`src/rtl/eforth_inner_p.sv`:
```
// eForth inner interpreter: fetches byte opcodes and little-endian inline
// arguments over a 1-cycle-latency memory port, with private data and return stacks.
module eforth_inner_p #(
    parameter int DSZ    = 32,
    parameter int ASZ    = 17,
    parameter int DDEPTH = 16,
    parameter int RDEPTH = 16
) (
    input  logic                          clk,
    input  logic                          rst,
    input  logic                          en,
    input  logic [ASZ-1:0]                pfa,
    output logic [ASZ-1:0]                mem_addr,
    output logic                          mem_re,
    input  logic [7:0]                    mem_rdata,
    output logic                          bsy,
    output logic                          done,
    output logic                          err,
    output logic [1:0]                    err_code,
    output logic [DSZ-1:0]                tos,
    output logic [$clog2(DDEPTH+1)-1:0]   sp,
    output logic [2:0]                    dbg_state
);
    localparam int LB  = DSZ / 8;
    localparam int AB  = (ASZ + 7) / 8;
    localparam int MB  = (LB > AB) ? LB : AB;
    localparam int AW  = 8 * MB;
    localparam int SPW = $clog2(DDEPTH + 1);
    localparam int RPW = $clog2(RDEPTH + 1);
    localparam int DIW = $clog2(DDEPTH);
    localparam int RIW = $clog2(RDEPTH);

    localparam logic [SPW-1:0] SP_FULL  = SPW'(DDEPTH);
    localparam logic [SPW-1:0] SP1      = SPW'(1);
    localparam logic [SPW-1:0] SP2      = SPW'(2);
    localparam logic [RPW-1:0] RP_FULL  = RPW'(RDEPTH);
    localparam logic [RPW-1:0] RP1      = RPW'(1);
    localparam logic [ASZ-1:0] IP1      = ASZ'(1);
    localparam logic [ASZ-1:0] IP2      = ASZ'(2);
    localparam logic [ASZ-1:0] IP_LIT   = ASZ'(1 + LB);
    localparam logic [ASZ-1:0] IP_BR    = ASZ'(1 + AB);
    localparam logic [3:0]     LAST_LIT = 4'(LB - 1);
    localparam logic [3:0]     LAST_BR  = 4'(AB - 1);
    localparam logic [DSZ-1:0] D_ONE    = DSZ'(1);

    localparam logic [7:0] OP_NOP = 8'h00, OP_DOLIT = 8'h01, OP_BRAN = 8'h02, OP_ZBRAN = 8'h03;
    localparam logic [7:0] OP_DONEXT = 8'h04, OP_TOR = 8'h05, OP_FROMR = 8'h06, OP_DUP = 8'h07;
    localparam logic [7:0] OP_DROP = 8'h08, OP_OVER = 8'h09, OP_SWAP = 8'h0A, OP_ADD = 8'h0B;
    localparam logic [7:0] OP_SUB = 8'h0C, OP_AND = 8'h0D, OP_OR = 8'h0E, OP_XOR = 8'h0F;
    localparam logic [7:0] OP_ZEQ = 8'h10, OP_ZLT = 8'h11, OP_NEG = 8'h12, OP_EXIT = 8'h13;

    typedef enum logic [2:0] {S_IDLE, S_FETCH, S_EXEC, S_ARG, S_DONE, S_ERR} state_t;

    state_t           state, state_n;
    logic [ASZ-1:0]   ip, ip_n, arg_ip, rtop_ip;
    logic [RPW-1:0]   rsp, rsp_n;
    logic [SPW-1:0]   sp_n;
    logic [7:0]       op_r, cur_op;
    logic [3:0]       cnt;
    logic [AW-1:0]    arg_r, arg_full;
    logic [1:0]       code_r, fault, need_d;
    logic             push_d, need_r, push_r, legal, arg_op, last, apply;
    logic [DSZ-1:0]   dstk [2**DIW];
    logic [DSZ-1:0]   rstk [2**RIW];
    logic [DIW-1:0]   di_top, di_s0, di_new, dwa_a, dwa_b;
    logic [RIW-1:0]   ri_top, ri_new, rwa;
    logic [DSZ-1:0]   tos_v, s0, rtop, dwd_a, dwd_b, rwd;
    logic             dwe_a, dwe_b, rwe;

    assign di_top = DIW'(sp - SP1);
    assign di_s0  = DIW'(sp - SP2);
    assign di_new = DIW'(sp);
    assign ri_top = RIW'(rsp - RP1);
    assign ri_new = RIW'(rsp);
    assign tos_v  = dstk[di_top];
    assign s0     = dstk[di_s0];
    assign rtop   = rstk[ri_top];

    assign tos       = (sp == '0) ? '0 : tos_v;
    assign bsy       = (state == S_FETCH) || (state == S_EXEC) || (state == S_ARG);
    assign done      = (state == S_DONE);
    assign err       = (state == S_ERR);
    assign err_code  = code_r;
    assign dbg_state = state;

    // In ARG the opcode comes from the latch; in EXEC it is straight off the bus.
    assign cur_op   = (state == S_ARG) ? op_r : mem_rdata;
    assign arg_full = arg_r | (AW'(mem_rdata) << {cnt, 3'b000});
    assign arg_ip   = arg_full[ASZ-1:0];
    assign last     = (cnt == ((op_r == OP_DOLIT) ? LAST_LIT : LAST_BR));

    always_comb begin
        rtop_ip = '0;
        for (int i = 0; i < ASZ && i < DSZ; i++) rtop_ip[i] = rtop[i];
    end

    // Operand requirements per opcode; faults are raised before anything changes.
    always_comb begin
        need_d = 2'd0;
        push_d = 1'b0;
        need_r = 1'b0;
        push_r = 1'b0;
        legal  = 1'b1;
        arg_op = 1'b0;
        case (cur_op)
            OP_NOP, OP_EXIT: ;
            OP_DOLIT:  begin push_d = 1'b1; arg_op = 1'b1; end
            OP_BRAN:   arg_op = 1'b1;
            OP_ZBRAN:  begin need_d = 2'd1; arg_op = 1'b1; end
            OP_DONEXT: begin need_r = 1'b1; arg_op = 1'b1; end
            OP_TOR:    begin need_d = 2'd1; push_r = 1'b1; end
            OP_FROMR:  begin need_r = 1'b1; push_d = 1'b1; end
            OP_DUP:    begin need_d = 2'd1; push_d = 1'b1; end
            OP_OVER:   begin need_d = 2'd2; push_d = 1'b1; end
            OP_DROP, OP_ZEQ, OP_ZLT, OP_NEG: need_d = 2'd1;
            OP_SWAP, OP_ADD, OP_SUB, OP_AND, OP_OR, OP_XOR: need_d = 2'd2;
            default:   legal = 1'b0;
        endcase
        if (!legal)
            fault = 2'd3;
        else if ((sp < SPW'(need_d)) || (need_r && rsp == '0))
            fault = 2'd2;
        else if ((push_d && sp == SP_FULL) || (push_r && rsp == RP_FULL))
            fault = 2'd1;
        else
            fault = 2'd0;
    end

    assign apply = ((state == S_EXEC) && (fault == 2'd0) && !arg_op &&
                    !(cur_op == OP_EXIT && rsp == '0)) ||
                   ((state == S_ARG) && last);

    always_comb begin
        sp_n  = sp;
        rsp_n = rsp;
        ip_n  = ip + IP1;
        dwe_a = 1'b0; dwa_a = di_top; dwd_a = tos_v;
        dwe_b = 1'b0; dwa_b = di_s0;  dwd_b = tos_v;
        rwe   = 1'b0; rwa   = ri_new; rwd   = tos_v;
        case (cur_op)
            OP_DOLIT: begin
                dwe_a = 1'b1; dwa_a = di_new; dwd_a = arg_full[DSZ-1:0];
                sp_n = sp + SP1; ip_n = ip + IP_LIT;
            end
            OP_BRAN:  ip_n = arg_ip;
            OP_ZBRAN: begin
                sp_n = sp - SP1;
                ip_n = (tos_v == '0) ? arg_ip : ip + IP_BR;
            end
            OP_DONEXT: begin
                if (rtop == '0) begin
                    rsp_n = rsp - RP1; ip_n = ip + IP_BR;
                end else begin
                    rwe = 1'b1; rwa = ri_top; rwd = rtop - D_ONE; ip_n = arg_ip;
                end
            end
            OP_TOR:   begin sp_n = sp - SP1; rwe = 1'b1; rsp_n = rsp + RP1; end
            OP_FROMR: begin
                dwe_a = 1'b1; dwa_a = di_new; dwd_a = rtop;
                sp_n = sp + SP1; rsp_n = rsp - RP1;
            end
            OP_DUP:   begin dwe_a = 1'b1; dwa_a = di_new; sp_n = sp + SP1; end
            OP_DROP:  sp_n = sp - SP1;
            OP_OVER:  begin dwe_a = 1'b1; dwa_a = di_new; dwd_a = s0; sp_n = sp + SP1; end
            OP_SWAP:  begin dwe_a = 1'b1; dwd_a = s0; dwe_b = 1'b1; end
            OP_ADD:   begin dwe_a = 1'b1; dwa_a = di_s0; dwd_a = s0 + tos_v; sp_n = sp - SP1; end
            OP_SUB:   begin dwe_a = 1'b1; dwa_a = di_s0; dwd_a = s0 - tos_v; sp_n = sp - SP1; end
            OP_AND:   begin dwe_a = 1'b1; dwa_a = di_s0; dwd_a = s0 & tos_v; sp_n = sp - SP1; end
            OP_OR:    begin dwe_a = 1'b1; dwa_a = di_s0; dwd_a = s0 | tos_v; sp_n = sp - SP1; end
            OP_XOR:   begin dwe_a = 1'b1; dwa_a = di_s0; dwd_a = s0 ^ tos_v; sp_n = sp - SP1; end
            OP_ZEQ:   begin dwe_a = 1'b1; dwd_a = {DSZ{tos_v == '0}}; end
            OP_ZLT:   begin dwe_a = 1'b1; dwd_a = {DSZ{tos_v[DSZ-1]}}; end
            OP_NEG:   begin dwe_a = 1'b1; dwd_a = ~tos_v + D_ONE; end
            OP_EXIT:  begin rsp_n = rsp - RP1; ip_n = rtop_ip; end
            default: ;
        endcase
    end

    always_comb begin
        state_n  = state;
        mem_addr = '0;
        mem_re   = 1'b0;
        case (state)
            S_IDLE, S_DONE, S_ERR: if (en) state_n = S_FETCH;
            S_FETCH: begin
                mem_addr = ip;
                mem_re   = 1'b1;
                state_n  = S_EXEC;
            end
            S_EXEC: begin
                if (fault != 2'd0)
                    state_n = S_ERR;
                else if (arg_op) begin
                    mem_addr = ip + IP1;
                    mem_re   = 1'b1;
                    state_n  = S_ARG;
                end else if (cur_op == OP_EXIT && rsp == '0)
                    state_n = S_DONE;
                else
                    state_n = S_FETCH;
            end
            S_ARG: begin
                if (last)
                    state_n = S_FETCH;
                else begin
                    mem_addr = ip + ASZ'(cnt) + IP2;
                    mem_re   = 1'b1;
                end
            end
            default: state_n = S_IDLE;
        endcase
    end

    always_ff @(posedge clk) begin
        if (rst) begin
            state  <= S_IDLE;
            ip     <= '0;
            sp     <= '0;
            rsp    <= '0;
            op_r   <= '0;
            cnt    <= '0;
            arg_r  <= '0;
            code_r <= '0;
        end else begin
            state <= state_n;
            case (state)
                S_IDLE, S_DONE, S_ERR: begin
                    if (en) begin
                        ip     <= pfa;
                        code_r <= '0;
                        rsp    <= '0;
                    end
                end
                S_EXEC: begin
                    if (fault != 2'd0)
                        code_r <= fault;
                    else if (arg_op) begin
                        op_r  <= cur_op;
                        cnt   <= '0;
                        arg_r <= '0;
                    end
                end
                S_ARG: begin
                    if (!last) begin
                        cnt   <= cnt + 4'd1;
                        arg_r <= arg_full;
                    end
                end
                default: ;
            endcase
            if (apply) begin
                ip  <= ip_n;
                sp  <= sp_n;
                rsp <= rsp_n;
            end
        end
    end

    always_ff @(posedge clk) begin
        if (apply && dwe_a) dstk[dwa_a] <= dwd_a;
        if (apply && dwe_b) dstk[dwa_b] <= dwd_b;
        if (apply && rwe)   rstk[rwa]   <= rwd;
    end
endmodule

```
`config.mk`:
```
export PLATFORM = sky130hd
export DESIGN_NAME = eforth_inner_p
export DESIGN_NICKNAME = d
export VERILOG_FILES = /design/src/rtl/eforth_inner_p.sv
export SDC_FILE = /design/constraint.sdc
export NUM_CORES = 2
export LEC_CHECK = 0
export BUFFER_PORTS_ARGS = -buffer_cell sky130_fd_sc_hd__buf_4
export CAP_MARGIN = 10
export CORE_MARGIN = 10
export CORE_UTILIZATION = 60
export CTS_CLUSTER_SIZE = 20
export DETAILED_ROUTE_END_ITERATION = 12
export PLACE_DENSITY_LB_ADDON = 0.25
export RECOVER_POWER = 100
export SLEW_MARGIN = 20
export SYNTH_ARGS = -nofsm -noshare
export SYNTH_HDL_FRONTEND = slang
export SYNTH_SLANG_ARGS = --single-unit
```
`constraint.sdc`:
```
create_clock -name clk -period 15.05 [get_ports clk]
set_input_delay 1.505 -clock clk [delete_from_list [all_inputs] [get_ports clk]]
set_output_delay 1.505 -clock clk [all_outputs]
set_load 0.01 [all_outputs]
```
# Word level (Yosys, flattened, before mapping)
# Memory sizes are Yosys's and may differ from the RTL's.
# Index checks and enable logic that the tools add are counted.
[totals] memories=2 input_bits=28 register_bits=76 output_inout_bits=63 mem_bits_rw=1024 elab_cells=184
[op_classes] reduce_logical=50 n_eq_ne=36 n_addsub=15 bitwise_logic=6 n_lt_le_gt_ge=1 n_shift=1 mux=65
[mem_list] memory="dstk" words=16 word_bits=32 rd=2 rd_ports_with_merged_regs=0 write_ports=2 line_no="63" rtl="logic [DSZ-1:0] dstk [2**DIW];"
[mem_list] memory="rstk" words=16 word_bits=32 rd=1 rd_ports_with_merged_regs=0 write_ports=1 line_no="64" rtl="logic [DSZ-1:0] rstk [2**RIW];"
[ops] cell="$pmux 32 s11" n=1
[ops] cell="$mux 32" n=6
[ops] cell="$mux 17" n=8
[ops] cell="$pmux 17 s5" n=1
[ops] cell="$eq 8x4->1 const B" n=8
[ops] cell="$logic_not 32->1" n=2
[ops] cell="$or 32x32->32" n=2
[ops] cell="$pmux 32 s2" n=1
[ops] cell="$pmux 17 s3" n=1
[ops] cell="$add 17x3->17 const B" n=2
[ops] cell="$add 32x1->32 const B" n=1
[ops] cell="$add 32x32->32" n=1
[ops] cell="$and 32x32->32" n=1
[ops] cell="$eq 8x3->1 const B" n=4
[ops] cell="$eq 8x5->1 const B" n=4
[ops] cell="$not 32->32" n=1
[ops] cell="$shl 8x7->32" n=1
[ops] cell="$sub 32x1->32 const B" n=1
[ops] cell="$sub 32x32->32" n=1
[ops] cell="$xor 32x32->32" n=1
[ops] cell="$mux 4" n=5
[ops] cell="$mux 5" n=4
[ops] cell="$reduce_or 20->1" n=1
[ops] cell="$mux 1" n=19
[ops] cell="other kinds (48)" n=97

# Logic depth before layout (Yosys ltp)
[depth] ltp_word=18 mapped_depth=37

# Least setup slack after synthesis
# Ideal clock, no wire load.
[synth_path] kind="register -> register" from="register sp[1]" to="memory dstk[1][24] (data pin)" path_stages_with_launch=36 t_arrival_ns=8.438 slack_ns=6.334 n_path_buf=12 path_cell_list="dfxtp_1 -> buf_4 -> clkbuf_1 -> buf_1 -> clkbuf_1 -> buf_1 -> inv_1 -> ha_1 -> buf_2 -> buf_2 -> buf_1 -> clkbuf_1 -> mux4_2 -> nand2_1 -> nand2_1 -> a21oi_1 -> ha_1 -> inv_1 -> a2111oi_2 -> nand3_1 -> buf_2 -> nor2_1 -> nor2_1 -> xnor2_1 -> ha_1 -> clkbuf_1 -> and4_1 -> a221oi_1 -> nand2_1 -> a21boi_0 -> o21bai_1 -> a21o_1 -> xnor2_1 -> a2111oi_2 -> buf_4 -> a22oi_1"
[synth_lines] element="from (decl)" line_no="21" rtl="output logic [$clog2(DDEPTH+1)-1:0] sp,"
[synth_lines] element="from (signal assigned)" line_no="253" rtl="sp <= sp_n;"
[synth_lines] element="to (decl)" line_no="63"

==> results.md <==
- Core Box Area: 0.104 sq mm
- Root Buffer: clkbuf_16
- Fraction of registers with async set or reset after synthesis: 0%
- Syn nets: 5190
- CP Data Required Time: 15.35 ns
- Power per cell area: 95.0 mW/mm^2
- Sequential power share: 51.7%
- CP Launch Type: flop
- Internal power of the cells: 5.04 mW
- Worst reg-to-reg path cell count: 18
- Fmax: 77.8 MHz
- TritonCTS buffer count: 113
- Most frequent cell after synthesis: edfxtp_1
- Avg Cell Area, Syn: 12.5 sq um
- Combinational power share: 3.8%
- Final Skew: 0.0417 ns
- Routed WL per cell: 35.5 um
- Post-Syn Instances: 5038
- Drt pass-1 iters: 8
- Starting Density: 60.6%
- Vias in the first global route: 46657
- Cell depth of the worst hold path: 2
- DR DRC count: 0
- Largest area contributor in the netlist: edfxtp_1
- Synth cell types: 104
- Quantity of gates resized following cts: 0
- Worst Path Arrival: 13.16 ns
- DRT iter0 DRCs: 9053
- Min Tclk post-route: 12.86 ns
- Pin count of the biggest net entering global routing: 133
- Nets: 5084
- H-tree depth: 3
- Slew HR: -130%
- Die ar.: 0.118 sq mm
- Port Buf Inserts: 90
- Sink Count: 1100
- Setup_tns: 0 ns
- Final slew viol count: 1191
- Crit end category: flop
- Tot Pwr: 6.45 mW
- Failing checks: capacitance limit, slew limit
- Total of max-cap violations: 59
- Worst r2r dst: dstk[15][7]
- Register area share after synthesis: 51.3%
- Critical path type: flop to flop
- Share of the synthesized area in the top cell type: 48.9%
- DP HPWL: 141 mm
- Initial antenna violation count: 9
- Yosys warnings: 0
- Worst Tran Pin Value: 3.45 ns
- DIE HEIGHT: 344 um
- WL final: 227 mm
- Area after DPL: 0.0649 sq mm
- FF-to-FF Start: dbg_state[1]
- CTS tree: done
- Status: complete, but fails checks
- Count of final setup violators: 0
- Hold Fails Final Rpt: 0
- DR vias: 49277
- Peak VDD IR: 0.0882 mV
- Total gr overflow: 0
- First-pass GRT wire length: 325 mm
- Synthesis-to-finish area growth: 7.91%
- Core Rows: 118
- Max Buffers Root-to-Sink: 3
- Dpl ws: 5.25 ns
- Lkg Pwr: 21.8 nW
- Post-DR vias/cell: 7.69
- Most frequent CP cell: clkbuf_1
- Share of layout cells above drive strength 1: 16.2%
- Cts hold-fix bufs: 0
- Top_reg_cell synth: edfxtp_1
- Top Family by Delay on Critical Path: buffers and inverters
- Startpoint of the most critical hold path: arg_r[27]
- Final Cell Area: 0.0679 sq mm
- Syn Std Cell Area: 0.0629 sq mm
- RePlAce Congestion: 1.01
- Post-synthesis register bit count: 1100
- Post-CTS Setup Bufs: 0
- Switching pwr: 1.41 mW
- Post-synth EDFFs: 1024
- RSZ-0062 raised after global routing: false
- CP max-delay cell: nor4_1
- Post-synth top cells: edfxtp_1 (1024), nor2_1 (440), nand2_1 (429)
- Reg clk slew, reported paths: 0.06 ns
- Worst setup path start: dbg_state[1]
- Register-to-register setup slack: 2.19 ns
- Final worst slack: 2.19 ns
- Max stage delay on crit path: 2.64 ns
- HP Class: flop to flop
- Non-filler cells in the finished layout: 6405
- Clk pwr share: 44.5%
- Top post-synthesis cells by area: edfxtp_1 (49%), mux4_2 (14%), nor2_1 (2.6%), mux2i_1 (2.6%), nand2_1 (2.6%)
- Post-route ant nets: 0
- Buf+Inv Stages, Crit Path: 5
- Critical path peak fanout: 31
- WHS Endpoint: arg_r[27]
- Dpl cells: 6196
- Crit share post-route: 85.5%
- Crit-path cells: nand3b_1 -> clkbuf_1 -> mux2i_4 -> clkbuf_1 -> nand2_1 -> o21ai_0 -> ha_1 -> a21oi_1 -> nand2_1 -> a41oi_1 -> a311o_1 -> o22a_1 -> clkbuf_1 -> nor4_1 -> nand2_1 -> clkbuf_1 -> o21ai_0 -> clkbuf_1
- Num ports: 91
- Net switching share of the total power: 21.8%
- Die X: 344 um
- GRT Resource Usage Total: 37.7%
- Worst-Skew Late Latency: 0.75 ns
==> cell usage in the layout (no fill, tap or decap), types with 12 or more instances in the layout <==
cell / count
clkinv_2: 14
edfxtp_1: 1024
and3_1: 50
xnor2_1: 106
o21ai_0: 271
dfxtp_1: 75
o221ai_1: 18
mux2i_1: 161
o22ai_1: 31
a21oi_1: 202
mux2_2: 36
a211oi_1: 183
nand2_1: 429
nor2_4: 15
clkbuf_1: 136
nor4_1: 26
nand3_1: 122
bufinv_16: 12
o211ai_1: 16
a221o_1: 12
mux2_1: 15
nand4_1: 25
mux4_2: 389
buf_4: 145
and2_1: 20
or3_1: 12
clkbuf_16: 118
a221oi_1: 42
clkinv_1: 26
nor2_1: 421
inv_1: 91
a22oi_1: 207
mux4_1: 15
o211a_1: 19
xor2_1: 34
ha_1: 121
nor3_1: 96
a31oi_1: 22
a21o_1: 19
==> flip-flops by register name, summed over array words and instances (netlist names) <==
| register | flops |
|---|---|
| arg_r | 32 |
| dstk | 512 |
| rstk | 512 |
| sp | 5 |
| rsp | 5 |
| ip | 17 |
| dbg_state | 3 |
| err_code | 2 |
| op_r | 8 |
| cnt | 4 |
==> power by group through the flow <==
stage	registers, mW	clock network (mW)	logic, mW
after floorplan	3.39	0	0.167
after global placement	3.40	0	0.229
after detailed placement	3.40	0	0.236
after CTS	3.34	2.86	0.237
after global routing	3.34	2.97	0.257
final	3.34	2.87	0.242
==> per-layer routing <==
layer	wire length (um)	global-route usage [%]	vias up	part of all wire (%)
met4	15400	20.0	12	6.8
met3	40500	15.5	1041	18
li1	-	-	19489	-
met5	69	0	-	0.030
met1	77000	50.0	23957	34
met2	94400	52.8	4778	42
==> through the flow <==
stage          util (%)  hold slack [ns]
5_1_grt            65.4            0.498
6_report           65.4            0.481
3_5_place_dp       62.5            0.462
3_3_place_gp       62.5            0.451
4_1_cts            66.1            0.476
2_1_floorplan         -            0.438
==> cell type report <==
class / instances / area [sq um]
fillers: 7547 / 35900
flip-flops and latches: 1100 / 32300
multi-input cells: 3354 / 28100
clock buffers: 143 / 3070
well taps: 1380 / 1730
repair buffers: 265 / 1620
clock inverters: 58 / 642
inverters: 98 / 368
diodes: 7 / 17.5
==> how the worst max path moves through the flow <==
| stage | end | slack (ns) | cells past startpoint |
|---|---|---|---|
| after CTS | dstk[13][29] | 5.16 | 24 |
| after detailed placement | dstk[10][29] | 5.25 | 25 |
| final | dstk[15][7] | 2.19 | 18 |
| after global placement | dstk[10][29] | 5.64 | 24 |
| after global routing | dstk[15][16] | 2.21 | 18 |
| after floorplan | dstk[1][24] | 6.33 | 35 |
==> worst min-delay path, cell delays in order, from the launching register on <==
cell,delay (ns)
dfxtp_1,0.34
a21oi_1,0.04
nor2_1,0.07
==> logic make-up (layout without fill, tap and decap cells) <==
group | count (synthesis) | after routing | synth area share (%)
AOI/OAI and AO/OA | 1169 | 1169 | 12.6
xor gates and xnor gates | 147 | 147 | 2.07
adders and majority gates | 124 | 124 | 2.49
buffers and inverters | 584 | 564 | 4.30
DFF | 1100 | 1100 | 51.3
muxes | 619 | 619 | 18.1
other | 0 | 7 | 0
and+or+nand+nor | 1295 | 1295 | 9.17
No activity file was read; power rests on OpenSTA's default activity.
